$ cat config.mk
export PLATFORM = sky130hd
export DESIGN_NAME = mips_mc_core_flat
export DESIGN_NICKNAME = d
export VERILOG_FILES = /design/src/rtl/mips_mc_core_if.sv /design/src/rtl/mips_mc_core.sv /design/src/flat_wrapper.sv
export SDC_FILE = /design/constraint.sdc
export NUM_CORES = 2
export LEC_CHECK = 0
export BUFFER_PORTS_ARGS = -buffer_cell sky130_fd_sc_hd__buf_2
export CELL_PAD_IN_SITES_DETAIL_PLACEMENT = 1
export CELL_PAD_IN_SITES_GLOBAL_PLACEMENT = 1
export CORE_AREA = 5 5 417 419
export CTS_CLUSTER_SIZE = 24
export DETAILED_ROUTE_END_ITERATION = 10
export DIE_AREA = 0 0 422 424
export HOLD_SLACK_MARGIN = 0.06
export PLACE_DENSITY_LB_ADDON = 0.1
export SLEW_MARGIN = 20
export SYNTH_ARGS = -nofsm -noshare
export SYNTH_HDL_FRONTEND = slang
export SYNTH_SLANG_ARGS = --single-unit
$ cat constraint.sdc
create_clock -name clk -period 3.6 [get_ports clk]
set_clock_uncertainty 0.05 [all_clocks]
set_input_delay 0.36 -clock clk [delete_from_list [all_inputs] [get_ports clk]]
set_output_delay 0.36 -clock clk [all_outputs]
set_load 0.02 [all_outputs]
$ cat src/rtl/mips_mc_core_if.sv
// Shared memory port between the multi-cycle MIPS core (master) and a unified memory (slave).
// A transfer completes in any cycle where req and ready are both high.
interface mips_mc_core_if;
    logic        req;
    logic        we;
    logic [31:0] addr;
    logic [31:0] wdata;
    logic        ready;
    logic [31:0] rdata;

    modport master (output req, we, addr, wdata, input ready, rdata);
    modport slave  (input req, we, addr, wdata, output ready, rdata);
endinterface

$ cat src/rtl/mips_mc_core.sv
// Multi-cycle 32-bit MIPS core: FETCH/DECODE/EXEC/MEM/WB sequenced over one shared memory port,
// with run gating in IDLE, a retire pulse and a sticky TRAP state for illegal or misaligned operations.
module mips_mc_core #(
    parameter logic [31:0] RESET_PC         = 32'h0000_0000,
    parameter bit          TRAP_ON_MISALIGN = 1'b1
) (
    input  logic           clk,
    input  logic           rst_n,
    input  logic           i_run,
    mips_mc_core_if.master mem,
    output logic [31:0]    o_pc,
    output logic           o_retire,
    output logic           o_halted,
    input  logic [4:0]     i_dbg_addr,
    output logic [31:0]    o_dbg_data
);
    typedef enum logic [2:0] {
        S_IDLE, S_FETCH, S_DECODE, S_EXEC, S_MEM, S_WB, S_TRAP
    } state_t;

    state_t      r_state;
    logic [31:0] r_pc, r_ir, r_a, r_b, r_imm, r_alu_out, r_mdr;
    logic [31:0] r_regs [32];
    logic        r_mem_req, r_mem_we, r_halted;
    logic [31:0] r_mem_addr, r_mem_wdata;

    logic [5:0]  w_op, w_funct;
    logic [4:0]  w_rs, w_rt, w_rd, w_wb_idx;
    logic        w_is_rtype, w_is_addi, w_is_lw, w_is_sw, w_is_beq, w_is_j;
    logic        w_legal, w_misalign, w_mem_done;
    logic [31:0] w_alu_result, w_ea, w_ea_aligned, w_pc_plus4;
    logic [31:0] w_br_target, w_j_target, w_wb_data;

    assign w_op       = r_ir[31:26];
    assign w_rs       = r_ir[25:21];
    assign w_rt       = r_ir[20:16];
    assign w_rd       = r_ir[15:11];
    assign w_funct    = r_ir[5:0];
    assign w_is_rtype = (w_op == 6'b000000);
    assign w_is_addi  = (w_op == 6'b001000);
    assign w_is_lw    = (w_op == 6'b100011);
    assign w_is_sw    = (w_op == 6'b101011);
    assign w_is_beq   = (w_op == 6'b000100);
    assign w_is_j     = (w_op == 6'b000010);

    always_comb begin
        w_legal = w_is_addi | w_is_lw | w_is_sw | w_is_beq | w_is_j;
        if (w_is_rtype) begin
            case (w_funct)
                6'b100000, 6'b100010, 6'b100100, 6'b100101, 6'b101010: w_legal = 1'b1;
                default:                                               w_legal = 1'b0;
            endcase
        end
    end

    // addi shares the adder with R-type add; slt compares as signed
    always_comb begin
        w_alu_result = r_a + r_imm;
        if (w_is_rtype) begin
            case (w_funct)
                6'b100000: w_alu_result = r_a + r_b;
                6'b100010: w_alu_result = r_a - r_b;
                6'b100100: w_alu_result = r_a & r_b;
                6'b100101: w_alu_result = r_a | r_b;
                6'b101010: w_alu_result = {31'd0, $signed(r_a) < $signed(r_b)};
                default:   w_alu_result = 32'd0;
            endcase
        end
    end

    assign w_ea         = r_a + r_imm;
    assign w_misalign   = |w_ea[1:0];
    assign w_ea_aligned = {w_ea[31:2], 2'b00};
    assign w_pc_plus4   = r_pc + 32'd4;
    assign w_br_target  = w_pc_plus4 + {r_imm[29:0], 2'b00};
    assign w_j_target   = {w_pc_plus4[31:28], r_ir[25:0], 2'b00};
    assign w_mem_done   = r_mem_req & mem.ready;
    assign w_wb_idx     = w_is_rtype ? w_rd : w_rt;
    assign w_wb_data    = w_is_lw ? r_mdr : r_alu_out;

    always_ff @(posedge clk or negedge rst_n) begin
        if (!rst_n) begin
            r_state     <= S_IDLE;
            r_pc        <= RESET_PC;
            r_ir        <= '0;
            r_a         <= '0;
            r_b         <= '0;
            r_imm       <= '0;
            r_alu_out   <= '0;
            r_mdr       <= '0;
            r_mem_req   <= 1'b0;
            r_mem_we    <= 1'b0;
            r_mem_addr  <= '0;
            r_mem_wdata <= '0;
            r_halted    <= 1'b0;
            for (int i = 0; i < 32; i++) r_regs[i] <= '0;
        end else begin
            case (r_state)
                S_IDLE: if (i_run) begin
                    r_state    <= S_FETCH;
                    r_mem_req  <= 1'b1;
                    r_mem_we   <= 1'b0;
                    r_mem_addr <= r_pc;
                end
                S_FETCH: if (w_mem_done) begin
                    r_ir      <= mem.rdata;
                    r_mem_req <= 1'b0;
                    r_state   <= S_DECODE;
                end
                S_DECODE: begin
                    r_a   <= r_regs[w_rs];
                    r_b   <= r_regs[w_rt];
                    r_imm <= {{16{r_ir[15]}}, r_ir[15:0]};
                    if (w_legal) r_state <= S_EXEC;
                    else begin
                        r_state  <= S_TRAP;
                        r_halted <= 1'b1;
                    end
                end
                S_EXEC: begin
                    if (w_is_beq) begin
                        r_pc    <= (r_a == r_b) ? w_br_target : w_pc_plus4;
                        r_state <= S_IDLE;
                    end else if (w_is_j) begin
                        r_pc    <= w_j_target;
                        r_state <= S_IDLE;
                    end else if (w_is_lw || w_is_sw) begin
                        r_alu_out <= w_ea_aligned;
                        // A misaligned access must not reach the bus at all
                        if (TRAP_ON_MISALIGN && w_misalign) begin
                            r_state  <= S_TRAP;
                            r_halted <= 1'b1;
                        end else begin
                            r_state     <= S_MEM;
                            r_mem_req   <= 1'b1;
                            r_mem_we    <= w_is_sw;
                            r_mem_addr  <= w_ea_aligned;
                            r_mem_wdata <= r_b;
                        end
                    end else begin
                        r_alu_out <= w_alu_result;
                        r_state   <= S_WB;
                    end
                end
                S_MEM: if (w_mem_done) begin
                    r_mem_req <= 1'b0;
                    r_mem_we  <= 1'b0;
                    if (w_is_sw) begin
                        r_pc    <= w_pc_plus4;
                        r_state <= S_IDLE;
                    end else begin
                        r_mdr   <= mem.rdata;
                        r_state <= S_WB;
                    end
                end
                S_WB: begin
                    if (w_wb_idx != 5'd0) r_regs[w_wb_idx] <= w_wb_data;
                    r_pc    <= w_pc_plus4;
                    r_state <= S_IDLE;
                end
                S_TRAP:  r_state <= S_TRAP;
                default: r_state <= S_TRAP;
            endcase
        end
    end

    // retire marks the cycle whose closing edge commits pc and register state
    assign o_retire = ((r_state == S_EXEC) && (w_is_beq || w_is_j)) ||
                      ((r_state == S_MEM) && w_mem_done && r_mem_we) ||
                      (r_state == S_WB);

    assign mem.req    = r_mem_req;
    assign mem.we     = r_mem_we;
    assign mem.addr   = r_mem_addr;
    assign mem.wdata  = r_mem_wdata;
    assign o_pc       = r_pc;
    assign o_halted   = r_halted;
    assign o_dbg_data = (i_dbg_addr == 5'd0) ? 32'd0 : r_regs[i_dbg_addr];
endmodule

$ cat src/flat_wrapper.sv
// flat-port wrapper written by rule: the top's interface ports become plain ports
module mips_mc_core_flat 
#(
    parameter logic [31:0] RESET_PC         = 32'h0000_0000,
    parameter bit          TRAP_ON_MISALIGN = 1'b1
)
  (clk, rst_n, i_run, o_pc, o_retire, o_halted, i_dbg_addr, o_dbg_data, mem_req, mem_we, mem_addr, mem_wdata, mem_ready, mem_rdata);
  mips_mc_core_if mem_i ();
  input  logic clk;
  input  logic rst_n;
  input  logic i_run;
  output logic [31:0] o_pc;
  output logic o_retire;
  output logic o_halted;
  input  logic [4:0] i_dbg_addr;
  output logic [31:0] o_dbg_data;
  output wire logic [$bits(mem_i.req)-1:0] mem_req;
  output wire logic [$bits(mem_i.we)-1:0] mem_we;
  output wire logic [$bits(mem_i.addr)-1:0] mem_addr;
  output wire logic [$bits(mem_i.wdata)-1:0] mem_wdata;
  input wire logic [$bits(mem_i.ready)-1:0] mem_ready;
  input wire logic [$bits(mem_i.rdata)-1:0] mem_rdata;
  assign mem_req = mem_i.req;
  assign mem_we = mem_i.we;
  assign mem_addr = mem_i.addr;
  assign mem_wdata = mem_i.wdata;
  assign mem_i.ready = mem_ready;
  assign mem_i.rdata = mem_rdata;
  mips_mc_core #(.RESET_PC(RESET_PC), .TRAP_ON_MISALIGN(TRAP_ON_MISALIGN)) u_core (.clk(clk), .rst_n(rst_n), .i_run(i_run), .mem(mem_i), .o_pc(o_pc), .o_retire(o_retire), .o_halted(o_halted), .i_dbg_addr(i_dbg_addr), .o_dbg_data(o_dbg_data));
endmodule
==> metrics.txt <==
outcome complete, but fails checks; failing checks setup timing; slowest stage cell, crit path or4b_4; simple-gate share of the synthesized area 0.09032; Root Driver clkbuf_16; RSZ-0062 raised after global routing yes; Total Routing Usage GR 0.3572; final hold viol count 0; Hold Crit Class in2async; PD cells 944.3 nW/um2; Critical Setup Path Class reg2reg; core footprint 170200 um2; dpl cells 9331; Worst Slack Setup Final -0.2082 ns; crit-path max FO 5; via count 64285; max-cap violations 0; Max VDD drop 549.8 uV; CTS tree built; Vias per Instance 6.647; adder-cell share of the synthesized area 0.02939; R2R Setup Slk -0.21 ns; largest net degree at the start of global routing 88; die area 178900 um2; worst setup path end u_core.o_pc[31]$_DFFE_PN0P_; number of synthesized flops with an enable pin 0; fin area 93480 um2; worst endpoint required time 4.24 ns; synth top area cells dfrtp_1, mux4_2, a21oi_1, nor2_1, o21ai_0; most frequent cell after synthesis dfrtp_1; crit path DAT 4.45 ns; setup_tns -0.2587 ns; WP buf/inv 1; drt first pass iters 8; clock-pin transition on the worst setup and hold timing paths 0.06 ns; final net count 7530; Main synth FF type dfrtp_1; top-area cell type share of the netlist area 0.4101; XOR/XNOR share of the synthesized area 0.01160; wire per inst 33.02 um; Horiz. Die Dim 422 um; Area Growth Syn to Fin 17.93%; Die Height 424 um; mux share of post-synthesis cell area 0.3028; Core Util, Final 0.5492; Max Root-Sink Buffers 3; FP Rows 152; cell area after synthesis 79270 um2; vias in the first global route 67490; Clock Latency Late Sink 0.82 ns; Post-synth ARST share 1.000; initial drt markers 6587; crit path cell chain and3_4 > nand3_4 > nand2b_4 > nor2_4 > buf_4 > xor2_1 > ha_2 > a21oi_2 > nor2b_4 > o21ai_2 > a21boi_2 > o41ai_4 > a41o_1 > o31a_1 > or4b_4 > and4_1 > xnor2_1; final cycle utilization of the critical path 1.058; Total Wirelength 319400 um; CP startpoint u_core.o_pc[10]$_DFFE_PN0P_; hold slack 0.1529 ns; initial antenna violation count 11; Pleak 0.03995 uW; sequential area share after synthesis 0.4101; worst r2r src u_core.o_pc[10]$_DFFE_PN0P_; Commonest cells post-synth dfrtp_1, mux4_2, nor2_1; starting density of the core 0.4657; HPWL Detailed 214400 um; share of post-route cells with drive strength above 1 0.3098; cts bufs inserted 156; Highest Clock Rate 262.6 MHz; main combinational cell family by area after synthesis multiplexers; DP Area 87130 um2; DRC Markers 0; clock sinks 1299; PortBufs 170; Worst path top cell family by delay compound AO/OA/AOI/OAI gates; max incr delay on CP 0.46 ns; crit path capture type register; Seq cells post-synth 1299; Yosys warning count 0; first-pass GRT wire length 472300 um; Mapped Cells 7000; post-synthesis cell type count 86; non-filler instance count after layout 9672; total gr overflow 0; htree depth 4; Synth area leader dfrtp_1; GPL Wtd Cong 0.9645; max_slew headroom 0.3394; syn_area_per_cell 11.32 um2; Final min period 3.808 ns; r2r worst-path depth 17; Slew Limit Fails 0; Worst path depth 17; compound-cell area share of the yosys netlist 0.1171; ANT nets after route 0; startpoint types register; final number of setup-violating endpoints 2; reg-to-reg endpoint u_core.o_pc[31]$_DFFE_PN0P_; actual slew at the worst max-slew pin 0.9874 ns; Top Ports 173
==> report_power, final <==
| group | switching (uW) | internal (uW) |
|---|---|---|
| clock network | 6830 | 9630 |
| logic | 26000 | 20900 |
| registers | 5760 | 19200 |
==> routing by layer <==
layer,global-route usage,part of all wire,vias to the layer above
li1,-,-,26641
met1,0.4868,0.41,34301
met2,0.5721,0.47,2646
met3,0.06735,0.073,689
met4,0.1412,0.046,8
met5,0.002688,0.00035,-
==> worst min path at each step <==
stage                                         start                         endpoint  slack, ns  cells after the start
finish                                        rst_n   u_core.r_regs[766]$_DFFE_PN0P_       0.15                      2
global route                                  rst_n   u_core.r_regs[766]$_DFFE_PN0P_       0.17                      2
CTS                                           rst_n   u_core.r_regs[766]$_DFFE_PN0P_       0.13                      2
detailed placement  u_core.r_regs[1013]$_DFFE_PN0P_  u_core.r_regs[1013]$_DFFE_PN0P_       0.35                      0
global placement    u_core.r_regs[1005]$_DFFE_PN0P_  u_core.r_regs[1005]$_DFFE_PN0P_       0.34                      0
floorplan                                     rst_n  u_core.mem.addr[10]$_DFFE_PN0P_       0.01                      0
==> kinds of logic (layout without fill, tap and decap cells) <==
group                      Yosys count  count (layout)
other                                1               7
buffers and inverters              794            1227
DFF                               1299            1299
adders and majority gates          184             184
xor gates and xnor gates           105             105
muxes                             1188            1188
AOI/OAI and AO/OA                 1676            1676
and+or+nand+nor                   1753            1753
==> area by class of cell <==
type,instances,area [um2]
fillers,17379,76730
multi-input cells,4908,44880
flip-flops and latches,1299,32560
repair buffers,823,7515
clock buffers,240,4713
well taps,2233,2794
clock inverters,46,556.8
inverters,118,442.9
diodes,5,12.51
==> state kept, by name, summed over array words and instances (netlist names) <==
register / flops
u_core.mem.we: 1
u_core.o_halted: 1
u_core.r_a: 32
u_core.r_ir: 32
u_core.mem.req: 1
u_core.r_state: 3
u_core.r_b: 32
u_core.mem.addr: 31
u_core.r_mdr: 32
u_core.r_regs: 1024
u_core.o_pc: 30
u_core.mem.wdata: 32
u_core.r_alu_out: 32
u_core.r_imm: 16
==> cells in the final DEF, fill, tap and decap left out, types with 130 or more instances in the layout <==
master,synthesis,layout
dfrtp_1,1299,1274
ha_1,179,171
buf_2,26,164
buf_4,5,487
a21oi_1,810,797
nand2_1,645,629
clkbuf_16,0,159
o21ai_0,512,494
buf_12,0,130
nor2_1,872,852
mux4_2,960,960
==> timing repair <==
item	CTS	global route
buffers inserted	9	7
endpoints found under the setup margin	16	113
pin swaps	18	48
gates cloned	0	0
hold buffers	36	0
hold endpoints to repair	179	0
resized for setup	39	100
==> stage by stage <==
step	power [uW]	worst slack [ns]
floorplan	50880	-0.001421
finish	88280	-0.2082
global placement	68910	-0.2646
global route	92520	-0.3372
detailed placement	70070	-0.3094
CTS	87250	-0.1471
(Power assumes the default switching activity.)
